## src/rtl/oled_power_sequencer.sv

```systemverilog
// OLED panel power sequencer: orders pmoden / res_n / vccen for power-up and
// power-down, timing each phase in microseconds and handshaking with the command engine.
module oled_power_sequencer #(
    parameter int T_PMOD_US = 20000,
    parameter int T_RES_US  = 3,
    parameter int T_VCC_US  = 100000
) (
    input  logic clk,
    input  logic rst,
    input  logic us_tick,
    input  logic power_on,
    input  logic power_off,
    input  logic init_done,
    input  logic off_done,
    output logic pmoden,
    output logic res_n,
    output logic vccen,
    output logic init_req,
    output logic off_req,
    output logic ready,
    output logic busy
);

    localparam int T_M1  = (T_PMOD_US > T_RES_US) ? T_PMOD_US : T_RES_US;
    localparam int T_M2  = (T_M1 > T_VCC_US) ? T_M1 : T_VCC_US;
    localparam int DLY_W = $clog2(((T_M2 > 1) ? T_M2 : 1) + 1);

    // A zero delay still waits for one tick, so it loads as 1.
    localparam logic [DLY_W-1:0] LD_PMOD = DLY_W'((T_PMOD_US == 0) ? 1 : T_PMOD_US);
    localparam logic [DLY_W-1:0] LD_RES  = DLY_W'((T_RES_US  == 0) ? 1 : T_RES_US);
    localparam logic [DLY_W-1:0] LD_VCC  = DLY_W'((T_VCC_US  == 0) ? 1 : T_VCC_US);

    typedef enum logic [3:0] {
        S_OFF,
        S_PMOD_WAIT,
        S_RES_LOW,
        S_RES_HIGH,
        S_INIT,
        S_VCC_WAIT,
        S_ON,
        S_DISP_OFF,
        S_VCC_OFF_WAIT
    } state_t;

    state_t           state_q, state_d;
    logic [DLY_W-1:0] cnt_q, cnt_d;
    logic             pend_q, pend_d;
    logic             done_tick;

    always_ff @(posedge clk) begin
        if (rst) begin
            state_q <= S_OFF;
            cnt_q   <= '0;
            pend_q  <= 1'b0;
        end else begin
            state_q <= state_d;
            cnt_q   <= cnt_d;
            pend_q  <= pend_d;
        end
    end

    always_comb begin
        state_d   = state_q;
        cnt_d     = cnt_q;
        pend_d    = pend_q | (power_off & (state_q != S_OFF));
        done_tick = us_tick && (cnt_q == DLY_W'(1));
        if (us_tick && !done_tick)
            cnt_d = cnt_q - DLY_W'(1);

        case (state_q)
            S_OFF: begin
                if (power_on && !power_off) begin
                    state_d = S_PMOD_WAIT;
                    cnt_d   = LD_PMOD;
                end
            end
            S_PMOD_WAIT: begin
                if (pend_d) state_d = S_OFF;
                else if (done_tick) begin
                    state_d = S_RES_LOW;
                    cnt_d   = LD_RES;
                end
            end
            S_RES_LOW: begin
                if (pend_d) state_d = S_OFF;
                else if (done_tick) begin
                    state_d = S_RES_HIGH;
                    cnt_d   = LD_RES;
                end
            end
            S_RES_HIGH: begin
                if (pend_d) state_d = S_OFF;
                else if (done_tick) state_d = S_INIT;
            end
            S_INIT: begin
                // An abort during init still lets the stream finish before display-off.
                if (init_done) begin
                    if (pend_d) state_d = S_DISP_OFF;
                    else begin
                        state_d = S_VCC_WAIT;
                        cnt_d   = LD_VCC;
                    end
                end
            end
            S_VCC_WAIT: begin
                if (pend_d) state_d = S_DISP_OFF;
                else if (done_tick) state_d = S_ON;
            end
            S_ON: begin
                if (pend_d) state_d = S_DISP_OFF;
            end
            S_DISP_OFF: begin
                if (off_done) begin
                    state_d = S_VCC_OFF_WAIT;
                    cnt_d   = LD_VCC;
                end
            end
            S_VCC_OFF_WAIT: begin
                if (done_tick) state_d = S_OFF;
            end
            default: state_d = S_OFF;
        endcase

        if (state_d == S_OFF)
            pend_d = 1'b0;
    end

    always_comb begin
        pmoden   = (state_q != S_OFF);
        res_n    = (state_q != S_OFF) && (state_q != S_RES_LOW);
        vccen    = (state_q == S_VCC_WAIT) || (state_q == S_ON) || (state_q == S_DISP_OFF);
        init_req = (state_q == S_INIT);
        off_req  = (state_q == S_DISP_OFF);
        ready    = (state_q == S_ON);
        busy     = (state_q != S_OFF) && (state_q != S_ON);
    end

endmodule

```

## config.mk

```make
export PLATFORM = sky130hd
export DESIGN_NAME = oled_power_sequencer
export DESIGN_NICKNAME = d
export VERILOG_FILES = /design/src/rtl/oled_power_sequencer.sv
export SDC_FILE = /design/constraint.sdc
export NUM_CORES = 1
export LEC_CHECK = 0
export BUFFER_PORTS_ARGS = -buffer_cell sky130_fd_sc_hd__clkbuf_2
export CORE_ASPECT_RATIO = 0.7
export CORE_MARGIN = 3
export CORE_UTILIZATION = 44
export CTS_BUF_LIST = sky130_fd_sc_hd__clkbuf_2 sky130_fd_sc_hd__clkbuf_4 sky130_fd_sc_hd__clkbuf_8
export CTS_CLUSTER_SIZE = 30
export DETAILED_ROUTE_END_ITERATION = 10
export HOLD_SLACK_MARGIN = 0.05
export SLEW_MARGIN = 20
export SYNTH_ARGS = -nofsm -noshare
export SYNTH_HDL_FRONTEND = slang
export SYNTH_SLANG_ARGS = --single-unit
```

## constraint.sdc

```tcl
create_clock -name clk -period 6.45 [get_ports clk]
set_clock_uncertainty 0.2 [all_clocks]
set_input_delay 0.9675 -clock clk [delete_from_list [all_inputs] [get_ports clk]]
set_output_delay 0.9675 -clock clk [all_outputs]
set_load 0.005 [all_outputs]
```

# ---- Yosys cells after proc, flatten, opt, wreduce, memory -nomap -nowiden
# Index checks and enable logic that the tools add are counted.
dict set report classes {
  muxes 23
  n_eq_ne 11
  bitwise 2
  n_reduce_logical 14
  n_addsub 1
}
# operator n
set ops {}
lappend ops {{17-bit two-way mux} 7}
lappend ops {{17-bit case mux with 4 select lines} 1}
lappend ops {{4-bit two-way mux} 13}
lappend ops {{4-bit case mux with 9 select lines} 1}
lappend ops {{17-bit by 1-bit equality test with 1-bit output, second input constant} 1}
lappend ops {{17-bit by 1-bit subtractor with 17-bit output, second input constant} 1}
lappend ops {{4-bit by 3-bit equality test with 1-bit output, second input constant} 4}
lappend ops {{4-bit by 2-bit equality test with 1-bit output, second input constant} 2}
lappend ops {{4-bit zero test} 2}
lappend ops {{1-bit logical AND} 5}
lappend ops {{4-bit by 1-bit equality test with 1-bit output, second input constant} 1}
lappend ops {{4-bit equality test, second input constant} 1}
lappend ops {{4-bit by 2-bit inequality test with 1-bit output, second input constant} 1}
lappend ops {{4-bit by 3-bit inequality test with 1-bit output, second input constant} 1}
lappend ops {{4-bit nonzero test} 1}
lappend ops {{2-bit OR reduction} 2}
lappend ops {{1-bit zero test} 2}
lappend ops {{1-bit logical OR} 2}
lappend ops {{2-bit two-way mux} 1}
lappend ops {{1-bit bitwise AND} 1}
lappend ops {{1-bit bitwise OR} 1}
dict set report totals {
  inputBits 7
  output_inout_bits 7
  ff_bits 22
}

# ---- Depth between registers and ports, before layout
dict set report logic_depth {
  depth_word 8
  depth_mapped 8
  ltp_nobuf 7
}

# ---- Worst setup path before layout
# OpenSTA, ideal clock, no wires.
dict set report synth_timing {
  path_type {input to register}
  start {input us_tick}
  end {register cnt_q[7]}
  setup_ps 133
  arrival_time_ps 2075
  path_stages 5
  path_slack_ps 4042
  n_path_buf 1
  path_cell_list {or4b_4 > buf_6 > a2111oi_4 > xnor2_1 > a21oi_1}
}
dict set report synth_between {
  elab_chain_len 7
  elab_cells_between_ends 11
  cone_classes {mux: 8; reduce/logical: 3}
}
# item line
set synth_rtl {}
lappend synth_rtl {{start: declaration} 10} ;# input logic us_tick,
lappend synth_rtl {{1-bit logical AND} 66} ;# done_tick = us_tick && (cnt_q == DLY_W'(1));
lappend synth_rtl {{1-bit zero test} 67} ;# if (us_tick && !done_tick)
lappend synth_rtl {{1-bit logical AND} 67}
lappend synth_rtl {{17-bit two-way mux} 67}
lappend synth_rtl {{17-bit two-way mux (on tied branches)} {98, 79, 86}}
lappend synth_rtl {{17-bit two-way mux (on tied branches)} {97, 85}}
lappend synth_rtl {{17-bit case mux with 4 select lines (*)} 70} ;# case (state_q)
lappend synth_rtl {{end signal: assignment} 57} ;# cnt_q <= cnt_d;
lappend synth_rtl {{end: declaration} 46} ;# logic [DLY_W-1:0] cnt_q, cnt_d;
# Every way passes the cells marked *; elsewhere a longest branch is shown, timed or not.
# A chain may end at the register's enable or synchronous reset.

# ---- Worst setup path after layout
dict set report layout_timing {
  start {register state_q[2]}
  end {output init_req}
}
dict set report layout_between {
  elab_chain_len 1
}
# item line
set layout_rtl {}
lappend layout_rtl {{start: declaration} 45} ;# state_t state_q, state_d;
lappend layout_rtl {{start signal: assignment} 56} ;# state_q <= state_d;
lappend layout_rtl {{4-bit by 3-bit equality test with 1-bit output} 132} ;# init_req = (state_q == S_INIT);
lappend layout_rtl {{end: declaration} 18} ;# output logic init_req,
# Every way passes these cells.

==> run_results.csv <==
group,metric,value,unit
run_status,status,"finished, final reports clean",
clocking,cts-resized-gates,0,
worst_setup_path,crit_path_end_kind,"primary output",
drt,remaining_drc_errors,0,
worst_setup_path,required,5.28,ns
finish,drive_above_1_share,0.183,
synth,yosysUniqueCellTypes,52,
clocking,cts.sinks,22,
floorplanning,die_h,56.2,um
sta,finalCriticalPeriod,2.85,ns
worst_setup_path,critPathKind,"reg2out",
grt,grt_max_degree,15,
finish,stdcell_count,238,
clocking,clock_latency,0.26,ns
drt,ant_nets,0,
drt,firstDrtPassIters,4,
synth,synthesis.area,0.00158,mm2
worst_setup_path,start_kind,"flip-flop",
drt,wire_per_inst,17.1,um
sta,setup_slack,3.60,ns
floorplanning,core_area,0.00330,mm2
floorplanning,num_rows,17,
synth,synth_top_area_share,0.278,
synth,synth-edff-count,0,
sta,rsz0062_at_grt,"no",
clocking,clock_path_buffers,2,
clocking,clockRootBuffer,"clkbuf_8",
clocking,cts_buffers,3,
placement,hpwl,3.09,mm
grt,grt_pass1_vias,1353,
sta,hold_violations,0,
worst_setup_path,critical_path_arrival,1.68,ns
sta,clock.fmax,351,MHz
grt,grt_usage,0.195,
synth,netlist_instances,187,
floorplanning,die_w,77.7,um
grt,grt-ovfl-total,0,
worst_setup_path,worst-path-max-fanout,13,
worst_hold_path,hold_class,"reg2reg",
clocking,htree_levels,1,
sta,slew_headroom,0.526,
synth,synth_area_per_cell,8.46,um2
sta,tightest_slew,0.706,ns
synth,ys_async_sr_fraction,0,
drt,routed_wl,4.07,mm
clocking,cts_setup_buffers,0,
synth,ys_seq_elements,22,
sta,slew_viol_final,0,
placement,dpl_cell_area,0.00165,mm2
floorplanning,dieArea,0.00436,mm2
clocking,cts_hold_buffers,0,
pwr,peakVddDrop,0.142,mV
placement,place_ws,3.74,ns
pwr,p_per_area,267,mW/mm2
placement,dp.cells,235,
finish,layout.area.seq,440,um2
pwr,power.total,0.450,mW
placement,finalWeightedCongestion,0.921,
grt,grt_pass1_wl,6.86,mm
sta,setup_viol,0,
grt,antenna_found_initial,0,
synth,synth_area_leaders,"dfxtp_1 28%, xnor2_1 8.9%, a21oi_1 4.7%",
pwr,power.leakage,0.570,nW
finish,multi_input_area,0.00107,mm2
finish,num_antenna_cells,0,
finish,syn_to_final_growth,6.80,%
finish,final_nets,202,
synth,syn_nets,196,
finish,design_area,0.00169,mm2
clocking,clkTransAtPathRegs,0.07,ns
floorplanning,io_pins,14,
sta,fin_tns_setup,0,ns
floorplanning,start_util,0.480,
synth,synthFlopType,"dfxtp_1",
drt,drt_iter0_drc,320,
synth,yosysSeqAreaShare,0.278,
synth,synth_top_cell_by_area,"dfxtp_1",
finish,n_fill_cell,320,
drt,vias,1497,
clocking,cts_tree,"yes",
drt,post_drt_via_cell_ratio,6.29,
flow_run,drv_cap,0,
placement,io_buffers,13,
synth,ys_warn_count,0,
sta,fin_crit_sh,0.441,
registers in the layout, summed over array words and instances, names as in the netlist:
signal,cells
cnt_q,17
state_q,4
pend_q,1
power by group:
group	switching (mW)	internal (mW)	total [mW]
logic	0.102	0.0795	0.182
clock network	0.0436	0.0417	0.0853
registers	0.0295	0.153	0.183
total	0.176	0.275	0.450
stage by stage:
step	hold WS, ns	util
2_1_floorplan	0.280	-
3_3_place_gp	0.308	0.500
3_5_place_dp	0.307	0.500
4_1_cts	0.324	0.512
5_1_grt	0.379	0.512
6_report	0.323	0.512
kinds of logic (layout without fill, tap and decap cells):
logic type,Yosys count,count (layout),synth area share
adders and majority gates,3,3,0.0221
xor gates and xnor gates,17,17,0.0941
buffers and inverters,16,20,0.0459
AOI/OAI and AO/OA,38,38,0.193
and+or+nand+nor,90,90,0.360
DFF,22,22,0.278
muxes,1,1,0.00633
placed cells by master (no fill, tap or decap), types with 4 or more instances in the layout:
master | netlist | routed
inv_1 | 4 | 4
nor3_1 | 8 | 8
a211oi_1 | 4 | 4
clkbuf_2 | 0 | 13
nand2_1 | 9 | 9
nor2_1 | 19 | 19
a21oi_1 | 15 | 15
dfxtp_1 | 22 | 22
nand3_1 | 6 | 6
or2_2 | 4 | 4
nand2b_1 | 9 | 9
nor4_1 | 7 | 7
xnor2_1 | 16 | 16
or4_1 | 4 | 4
cells in the mapped netlist (6+ instances only):
cell	count
nand2b_1	9
nor4_1	7
nand2_1	9
dfxtp_1	22
nor3_1	8
nor2_1	19
a21oi_1	15
xnor2_1	16
nand3_1	6
clkbuf_1	8
critical path: stages, from the launching register on:
cell and delay, ns:
dfxtp_1 0.60, nand2b_1 0.27, nor3_1 0.35, clkbuf_2 0.19
final cells by class:
cell class,instances,area share
Tap cell,47,0.0348
Inverter,4,0.00889
Timing Repair Buffer,13,0.0385
Clock buffer,3,0.0244
Sequential cell,22,0.261
Multi-Input combinational cell,149,0.633
worst paths after layout:
kind,from,endpoint,slack [ns],cells past startpoint
max,state_q[2]$_SDFF_PP0_,init_req,3.60,3
min,cnt_q[1]$_SDFF_PP0_,cnt_q[1]$_SDFF_PP0_,0.32,2
max reg2reg,cnt_q[6]$_SDFF_PP0_,cnt_q[6]$_SDFF_PP0_,3.72,5
min reg2reg,cnt_q[1]$_SDFF_PP0_,cnt_q[1]$_SDFF_PP0_,0.32,2
layer usage:
| metal | wire, um | vias to the layer above | GRT usage |
|---|---|---|---|
| met5 | 0 | - | 0 |
| met4 | 38 | 0 | 0.0381 |
| met3 | 442 | 4 | 0.0502 |
| met2 | 1630 | 78 | 0.250 |
| met1 | 1960 | 708 | 0.313 |
| li1 | - | 707 | - |
No activity file was read; power rests on OpenSTA's default activity.
